### src/rtl/compare_result_counter_pkg.sv
// Shared constants for the comparator-outcome tally block: FSM encodings,
// flag-vector bit positions and the decoded sample class.
package compare_result_counter_pkg;

    localparam logic [1:0] ST_IDLE  = 2'd0;
    localparam logic [1:0] ST_COUNT = 2'd1;
    localparam logic [1:0] ST_DONE  = 2'd2;

    // Bit positions inside the {a_gt_b, a_eq_b, a_lt_b} flag vector
    localparam int GT = 2;
    localparam int EQ = 1;
    localparam int LT = 0;

    typedef struct packed {
        logic is_gt;
        logic is_eq;
        logic is_lt;
        logic is_err;
    } flag_class_t;

endpackage

### src/rtl/compare_result_counter_decode.sv
// Combinational classifier: turns the three comparator flags into exactly one
// of gt / eq / lt / err.
module compare_flag_decode
    import compare_result_counter_pkg::*;
(
    input  logic [2:0]  i_flags,
    output flag_class_t o_class
);

    always_comb begin
        o_class = '0;
        case (i_flags)
            3'b100:  o_class.is_gt  = 1'b1;
            3'b010:  o_class.is_eq  = 1'b1;
            3'b001:  o_class.is_lt  = 1'b1;
            default: o_class.is_err = 1'b1;
        endcase
        // Cross-check against the named bit positions so a reordered vector is caught
        if (o_class.is_gt && !i_flags[GT]) o_class = '{is_gt: 1'b0, is_eq: 1'b0, is_lt: 1'b0, is_err: 1'b1};
        if (o_class.is_eq && !i_flags[EQ]) o_class = '{is_gt: 1'b0, is_eq: 1'b0, is_lt: 1'b0, is_err: 1'b1};
        if (o_class.is_lt && !i_flags[LT]) o_class = '{is_gt: 1'b0, is_eq: 1'b0, is_lt: 1'b0, is_err: 1'b1};
    end

endmodule

### src/rtl/compare_result_counter.sv
// Tallies comparator outcomes over a window of WINDOW valid samples and holds
// the summary for a valid/ready reader.
module compare_result_counter
    import compare_result_counter_pkg::*;
#(
    parameter int WINDOW = 8,
    parameter int CNT_W  = 4
) (
    input  logic             clk,
    input  logic             rst,
    input  logic             start,
    input  logic             in_valid,
    input  logic             a_gt_b,
    input  logic             a_eq_b,
    input  logic             a_lt_b,
    output logic             busy,
    output logic             out_valid,
    input  logic             out_ready,
    output logic [CNT_W-1:0] gt_count,
    output logic [CNT_W-1:0] eq_count,
    output logic [CNT_W-1:0] lt_count,
    output logic [CNT_W-1:0] err_count
);

    localparam logic [CNT_W-1:0] ONE      = CNT_W'(1);
    localparam logic [CNT_W-1:0] LAST_IDX = CNT_W'(WINDOW - 1);

    logic [1:0]       r_state;
    logic [CNT_W-1:0] r_idx;
    logic [CNT_W-1:0] r_gt;
    logic [CNT_W-1:0] r_eq;
    logic [CNT_W-1:0] r_lt;
    logic [CNT_W-1:0] r_err;

    logic [2:0]  w_flags;
    flag_class_t w_class;

    assign w_flags = {a_gt_b, a_eq_b, a_lt_b};

    compare_flag_decode u_decode (
        .i_flags (w_flags),
        .o_class (w_class)
    );

    always_ff @(posedge clk) begin
        if (rst) begin
            r_state <= ST_IDLE;
            r_idx   <= '0;
            r_gt    <= '0;
            r_eq    <= '0;
            r_lt    <= '0;
            r_err   <= '0;
        end else begin
            case (r_state)
                ST_IDLE: begin
                    // Previous window's counts stay readable until the next start
                    if (start) begin
                        r_state <= ST_COUNT;
                        r_idx   <= '0;
                        r_gt    <= '0;
                        r_eq    <= '0;
                        r_lt    <= '0;
                        r_err   <= '0;
                    end
                end
                ST_COUNT: begin
                    if (in_valid) begin
                        if (w_class.is_gt)  r_gt  <= r_gt  + ONE;
                        if (w_class.is_eq)  r_eq  <= r_eq  + ONE;
                        if (w_class.is_lt)  r_lt  <= r_lt  + ONE;
                        if (w_class.is_err) r_err <= r_err + ONE;
                        r_idx <= r_idx + ONE;
                        if (r_idx == LAST_IDX) r_state <= ST_DONE;
                    end
                end
                ST_DONE: begin
                    if (out_ready) r_state <= ST_IDLE;
                end
                default: r_state <= ST_IDLE;
            endcase
        end
    end

    assign busy      = (r_state == ST_COUNT);
    assign out_valid = (r_state == ST_DONE);
    assign gt_count  = r_gt;
    assign eq_count  = r_eq;
    assign lt_count  = r_lt;
    assign err_count = r_err;

endmodule

### config.mk
export PLATFORM = sky130hd
export DESIGN_NAME = compare_result_counter
export DESIGN_NICKNAME = d
export VERILOG_FILES = /design/src/rtl/compare_result_counter_pkg.sv /design/src/rtl/compare_result_counter_decode.sv /design/src/rtl/compare_result_counter.sv
export SDC_FILE = /design/constraint.sdc
export NUM_CORES = 1
export LEC_CHECK = 0
export BUFFER_PORTS_ARGS = -buffer_cell sky130_fd_sc_hd__buf_2
export CAP_MARGIN = 30
export CORE_MARGIN = 4
export CORE_UTILIZATION = 45
export DETAILED_ROUTE_END_ITERATION = 8
export MAX_ROUTING_LAYER = met4
export PLACE_DENSITY = 0.69
export SLEW_MARGIN = 15
export SYNTH_ARGS = -nofsm -noshare
export SYNTH_HDL_FRONTEND = slang
export SYNTH_SLANG_ARGS = --single-unit
### constraint.sdc
create_clock -name clk -period 1.53 [get_ports clk]
set_input_delay 0.0765 -clock clk [delete_from_list [all_inputs] [get_ports clk]]
set_output_delay 0.0765 -clock clk [all_outputs]
set_load 0.1 [all_outputs]
* After elaboration in Yosys (flattened, before gate mapping)
Cells that the tools add are included.
Cells by class: mux-type cells 27, eq/ne operators 14, add/subtract/negate cells 5, reductions and logical operators 15
Operator list (number):
- 4-bit 2-to-1 mux | 13
- 4-bit one-hot mux with 2 select lines | 5
- 4-bit by 1-bit adder with 4-bit output (second input constant) | 5
- 4-bit AND reduction | 5
- 2-bit by 1-bit != test with 1-bit output (second input constant) | 6
- 2-bit 2-to-1 mux | 4
- 2-bit one-hot mux with 3 select lines | 1
- 4-bit by 3-bit == test with 1-bit output (second input constant) | 1
- 1-bit 2-to-1 mux | 4
- 2-bit != test (second input constant) | 2
- 3-bit by 1-bit == test with 1-bit output (second input constant) | 1
- 3-bit by 2-bit == test with 1-bit output (second input constant) | 1
- 3-bit == test (second input constant) | 1
- 1-bit logical AND | 3
- 1-bit zero test | 3
- 3-bit AND reduction | 1
- 3-bit OR reduction | 1
- 2-bit by 1-bit == test with 1-bit output (second input constant) | 1
- 2-bit == test (second input constant) | 1
- 2-bit zero test | 1
- 2-bit nonzero test | 1
Word-level totals: input bits 8, logic and storage cells 67, bits in registers 22, output and inout bits 18

* Depth between registers and ports, before layout
depth in word-level cells 11, gate-level depth with buffers 6, gate-level depth less buffers 5

* Modules after synthesis
Synthesis repeated with hierarchy kept, for this count alone.
Unflattened totals: cells, all modules 133, area, all modules 1177.4 um^2
By module, submodules not included:
- compare_result_counter | area each 1136.1 um^2, sequential area each 440.4 um^2, cells an instance 127, times used 1
- compare_flag_decode | area each 41.3 um^2, sequential area each 0.0 um^2, cells an instance 6, times used 1

* Least setup slack after synthesis
Ideal clock, no wire load.
kind reg2reg, start point reg r_state[0], end point reg r_state[1], library setup time 0.073 ns, period minus slack after synthesis 2.259 ns, cell stages (with the launch flop) 6, path buffers 2, required time 1.457 ns, setup slack -0.729 ns, data arrival time 2.186 ns, cell sequence dfxtp_1 > buf_4 > clkbuf_1 > nor2b_1 > a32oi_1 > nor2_1
On the way: cells in the longest elaborated chain, start to end 3, elaborated cells on any way between the ends 9, classes of those cells 6 x eq/ne; 1 x mux; 2 x reduce/logical
RTL lines:
- from (decl) | line compare_result_counter.sv:28 | logic [1:0] r_state;
- from (signal assigned) | line compare_result_counter.sv:47 | r_state <= ST_IDLE;
- from (signal assigned) | line compare_result_counter.sv:58 | r_state <= ST_COUNT;
- from (signal assigned) | line compare_result_counter.sv:73 | if (r_idx == LAST_IDX) r_state <= ST_DONE;
- 2-bit == test (*)
- named net out_valid | line compare_result_counter.sv:17 | output logic out_valid,
- 2-bit by 1-bit != test with 1-bit output (no source line)
- 4-bit AND reduction (no source line)
Mark *: on every way through the listed nets, which the timed path passes. The rest lies on a longest branch. A chain may end at the register's enable or synchronous reset.

* Worst setup path after layout
start point reg r_state[0], end point reg r_err[0] (netlist: err_count[0])
On the way: cells in the longest elaborated chain, start to end 3, elaborated cells on any way between the ends 8, classes of those cells 4 x eq/ne; 1 x mux; 3 x reduce/logical
RTL lines:
- 2-bit by 1-bit == test with 1-bit output or 2-bit zero test (tied branches) | line compare_result_counter.sv:54 | case (r_state)
- 2-bit by 1-bit != test with 1-bit output (no source line), or another cell as far along
- 4-bit AND reduction (no source line)
- to (signal assigned) | line compare_result_counter.sv:71 | if (w_class.is_err) r_err <= r_err + ONE;
- to (decl) | line compare_result_counter.sv:33 | logic [CNT_W-1:0] r_err;
Several ways; a longest one is shown, not always the timed one.

==> run_results.csv <==
group,metric,value,unit
floorplan,start_util,0.492,
floorplan,rows,17,
power,p_switching,402,µW
grt,grt_overflow_total,0,
power,p_leak,0.607,nW
min_path,hold_crit_path_type,"in2reg",
critical_path,cpPeakStageDelay,0.40,ns
grt,first_global_vias,1000,
critical_path,crit-reg2reg-capture,"err_count[0]",
critical_path,regToRegSetupSlack,0.02,ns
floorplan,ioPinCount,26,
timing,timing.slew.headroom,0.616,
critical_path,critical_path.endpoint_type,"flip-flop",
yosys,syn_avg_cell_area,8.84,µm²
yosys,yosysSeqAreaShare,0.389,
critical_path,critical_path_start_end_classification,"reg2reg",
power,powerDensity,821,nW/µm²
critical_path,cp_cell_sequence,"mux2i_4 -> or2_4 -> or4_1 -> a31oi_1",
critical_path,critPathRequiredTime,1.76,ns
clock_tree,cts_hold_buf,0,
min_path,worstHoldEndpoint,"r_state[1]",
power,logic_gate_share_of_total_power,0.290,
route,final_antenna_net_count,0,
job,max_cap_viol_count,0,
critical_path,worstPathMaxFanout,10,
grt,grt.total_usage,0.169,
min_path,hold_crit_depth,4,
critical_path,slowest_cell_on_the_critical_path,"or4_1",
yosys,yosys_warnings,0,
timing,final.setup_skew,0.00186,ns
timing,timing.fmax,661,MHz
timing,worst-slew-pin-transition,0.562,ns
critical_path,first_element_of_the_critical_path,"r_state[0]",
timing,final-max-slew-violation-count,0,
critical_path,r2r.worst_path.cells,4,
timing,final_critical_path_required_period,1.51,ns
yosys,synth_largest_type_area_fraction,0.389,
grt,grt_first_pass_wirelength,4.33,mm
clock_tree,total_cts_buffers,3,
floorplan,fp.dieH,58.1,µm
route,viasPerCell,5.56,
floorplan,placeableCoreArea,2300,µm²
route,detailedRoute.firstPassIterationCount,4,
power,seqPwrFrac,0.492,
yosys,synth_top_cell_by_area,"dfxtp_1",
power,clock_power_share,0.218,
layout,ratio_of_cells_with_drive_above_1_in_the_final_layout,0.366,
place,hpwlAfterDp,1.85,mm
clock_tree,clock_sinks,22,
critical_path,worstPathBufferInverterCount,0,
grt,antenna_violations_before_repair,0,
min_path,hold_start,"out_ready",
clock_tree,tritoncts_clock_tree,"built",
route,wl_per_cell,13.2,µm
layout,final_core_util,0.645,
layout,antennaDiodeCount,0,
yosys,ys_async_sr_fraction,0,
route,finalWirelength,2.50,mm
yosys,edff_count_synth,0,
power,cellInternalPower,815,µW
floorplan,total_die_area,3380,µm²
yosys,synthFlopType,"dfxtp_1",
layout,nets,175,
timing,finalSetupViolCount,0,
critical_path,timing.critical_path.from_type,"flip-flop",
place,io_buffers,25,
critical_path,reg2reg_start,"r_state[0]",
clock_tree,max-clock-path-buffers,2,
grt,grt_max_degree,16,
yosys,mappedNetlistNets,141,
status,outcome,"completed",
place,globalplace.congestion,0.770,
clock_tree,worstSkewPairLatency,0.30,ns
yosys,commonest_cells_in_the_netlist,"22 x dfxtp_1, 15 x nor2_1, 12 x nand3_1",
timing,final.setup.tns,0,ns
yosys,yosys_register_bits,22,
route,drtIter0Drc,35,
yosys,synth_most_common_cell,"dfxtp_1",
yosys,synth_area,1130,µm²
critical_path,cpLargestDelayFamily,"simple AND/OR/NAND/NOR gates",
yosys,synth.area.top_cells,"dfxtp_1 39%, ha_1 5.5%, nand3_1 5.3%",
route,drc,0,
yosys,netlist-cell-type-count,33,
timing,setup_repair_after_global_routing_missed_its_margin,"true",
timing,hold_viol_final,0,
layout,fill_cells,197,
power,worst_ir_drop_vdd,0.484,mV
clock_tree,clock_tree.root_cell,"clkbuf_4",
clock_tree,clock_tree.htree_level_count,1,
critical_path,worst_ep_arrival_time,1.75,ns
floorplan,floorplan.die.width,58.1,µm
yosys,syn-instance-count,128,
power,swShare,0.330,
layout,layout-area-overhead-vs-synth,31.1,%
timing,post-route-period-util,0.989,
clock_tree,cts.clk_slew.worst_paths,0.11,ns
route,vias,1051,
## power groups by stage
stage / logic [mW] / clock network [mW] / registers (mW)
2_1_floorplan: 0.171 / 0 / 0.666
3_3_place_gp: 0.326 / 0 / 0.609
3_5_place_dp: 0.330 / 0 / 0.610
4_1_cts: 0.343 / 0.276 / 0.598
5_1_grt: 0.379 / 0.307 / 0.602
6_report: 0.353 / 0.265 / 0.599
## worst max-delay path by stage
| stage | to | depth (start not counted) |
|---|---|---|
| after floorplan | r_state[1] | 4 |
| after global placement | lt_count[3] | 5 |
| after detailed placement | lt_count[3] | 5 |
| after CTS | err_count[0] | 4 |
| after global routing | err_count[0] | 4 |
| final | err_count[0] | 4 |
## metal layers
metal	share of wire	global-route usage	wire [µm]	up-vias
met2	0.48	0.287	1200	23
met5	0	-	0	-
met4	0.015	0.0728	38	0
met1	0.46	0.200	1140	497
met3	0.047	0.0200	118	4
li1	-	-	-	527
## sequential cells by signal, summed over array words and instances, names as in the netlist
signal,flops
r_idx,4
eq_count,4
err_count,4
lt_count,4
gt_count,4
r_state,2
## worst register-to-register path: stages, from the launching register on
cell	delay [ns]
dfxtp_4	0.38
mux2i_4	0.23
or2_4	0.30
or4_1	0.40
a31oi_1	0.13
## through the flow
step	std cells	power [mW]	instance area, µm²	worst slack (ns)	hold slack [ns]
final	189	1.22	1480	0.0161	0.0717
after global routing	189	1.29	1480	-0.0123	0.0655
after CTS	189	1.22	1470	0.00650	0.0649
after detailed placement	184	0.940	1420	-0.0158	0.387
after global placement	184	0.934	1420	-0.0213	0.378
after floorplan	128	0.837	1190	-0.0952	0.149
## cell type report
class / count / area [µm²] / share of cell area
Sequential cell: 22 / 482 / 0.325
Timing Repair Buffer: 34 / 243 / 0.164
Tap cell: 28 / 35.0 / 0.0236
Multi-Input combinational cell: 99 / 686 / 0.462
Inverter: 2 / 11.3 / 0.00759
Clock buffer: 4 / 26.3 / 0.0177
## placed cells by master, fill, tap and decap left out, types with 2 or more instances in the layout
| cell type | instances |
|---|---|
| a31oi_1 | 2 |
| buf_4 | 6 |
| a21oi_1 | 7 |
| mux2i_1 | 5 |
| or3b_1 | 3 |
| ha_1 | 5 |
| nand2_1 | 7 |
| nor2_1 | 15 |
| buf_12 | 3 |
| xnor2_1 | 6 |
| nand3_1 | 12 |
| dfxtp_4 | 10 |
| clkbuf_4 | 3 |
| nor3b_1 | 3 |
| a21bo_2 | 3 |
| dfxtp_2 | 3 |
| nand3b_1 | 4 |
| nor3_1 | 2 |
| nand2b_1 | 3 |
| buf_2 | 23 |
| a211oi_1 | 4 |
| or3_1 | 3 |
| buf_6 | 2 |
| a2111oi_0 | 3 |
| dfxtp_1 | 9 |
## cells by family (layout without fill, tap and decap cells)
kind of cell    after synthesis  in the layout  synth area share
simple gates                 57             57             0.267
mux                           6              6            0.0564
buf+inv                       7             40            0.0277
compound gates               24             24             0.150
xor+xnor                      7              7            0.0542
fa+ha+maj                     5              5            0.0553
flops                        22             22             0.389
## what timing repair did
item / CTS / global route
buffers inserted: 1 / 0
resized for setup: 5 / 4
gates cloned: 0 / 0
setup endpoints to repair: 1 / 3
pin swaps: 0 / 0
(Power assumes the default switching activity.)
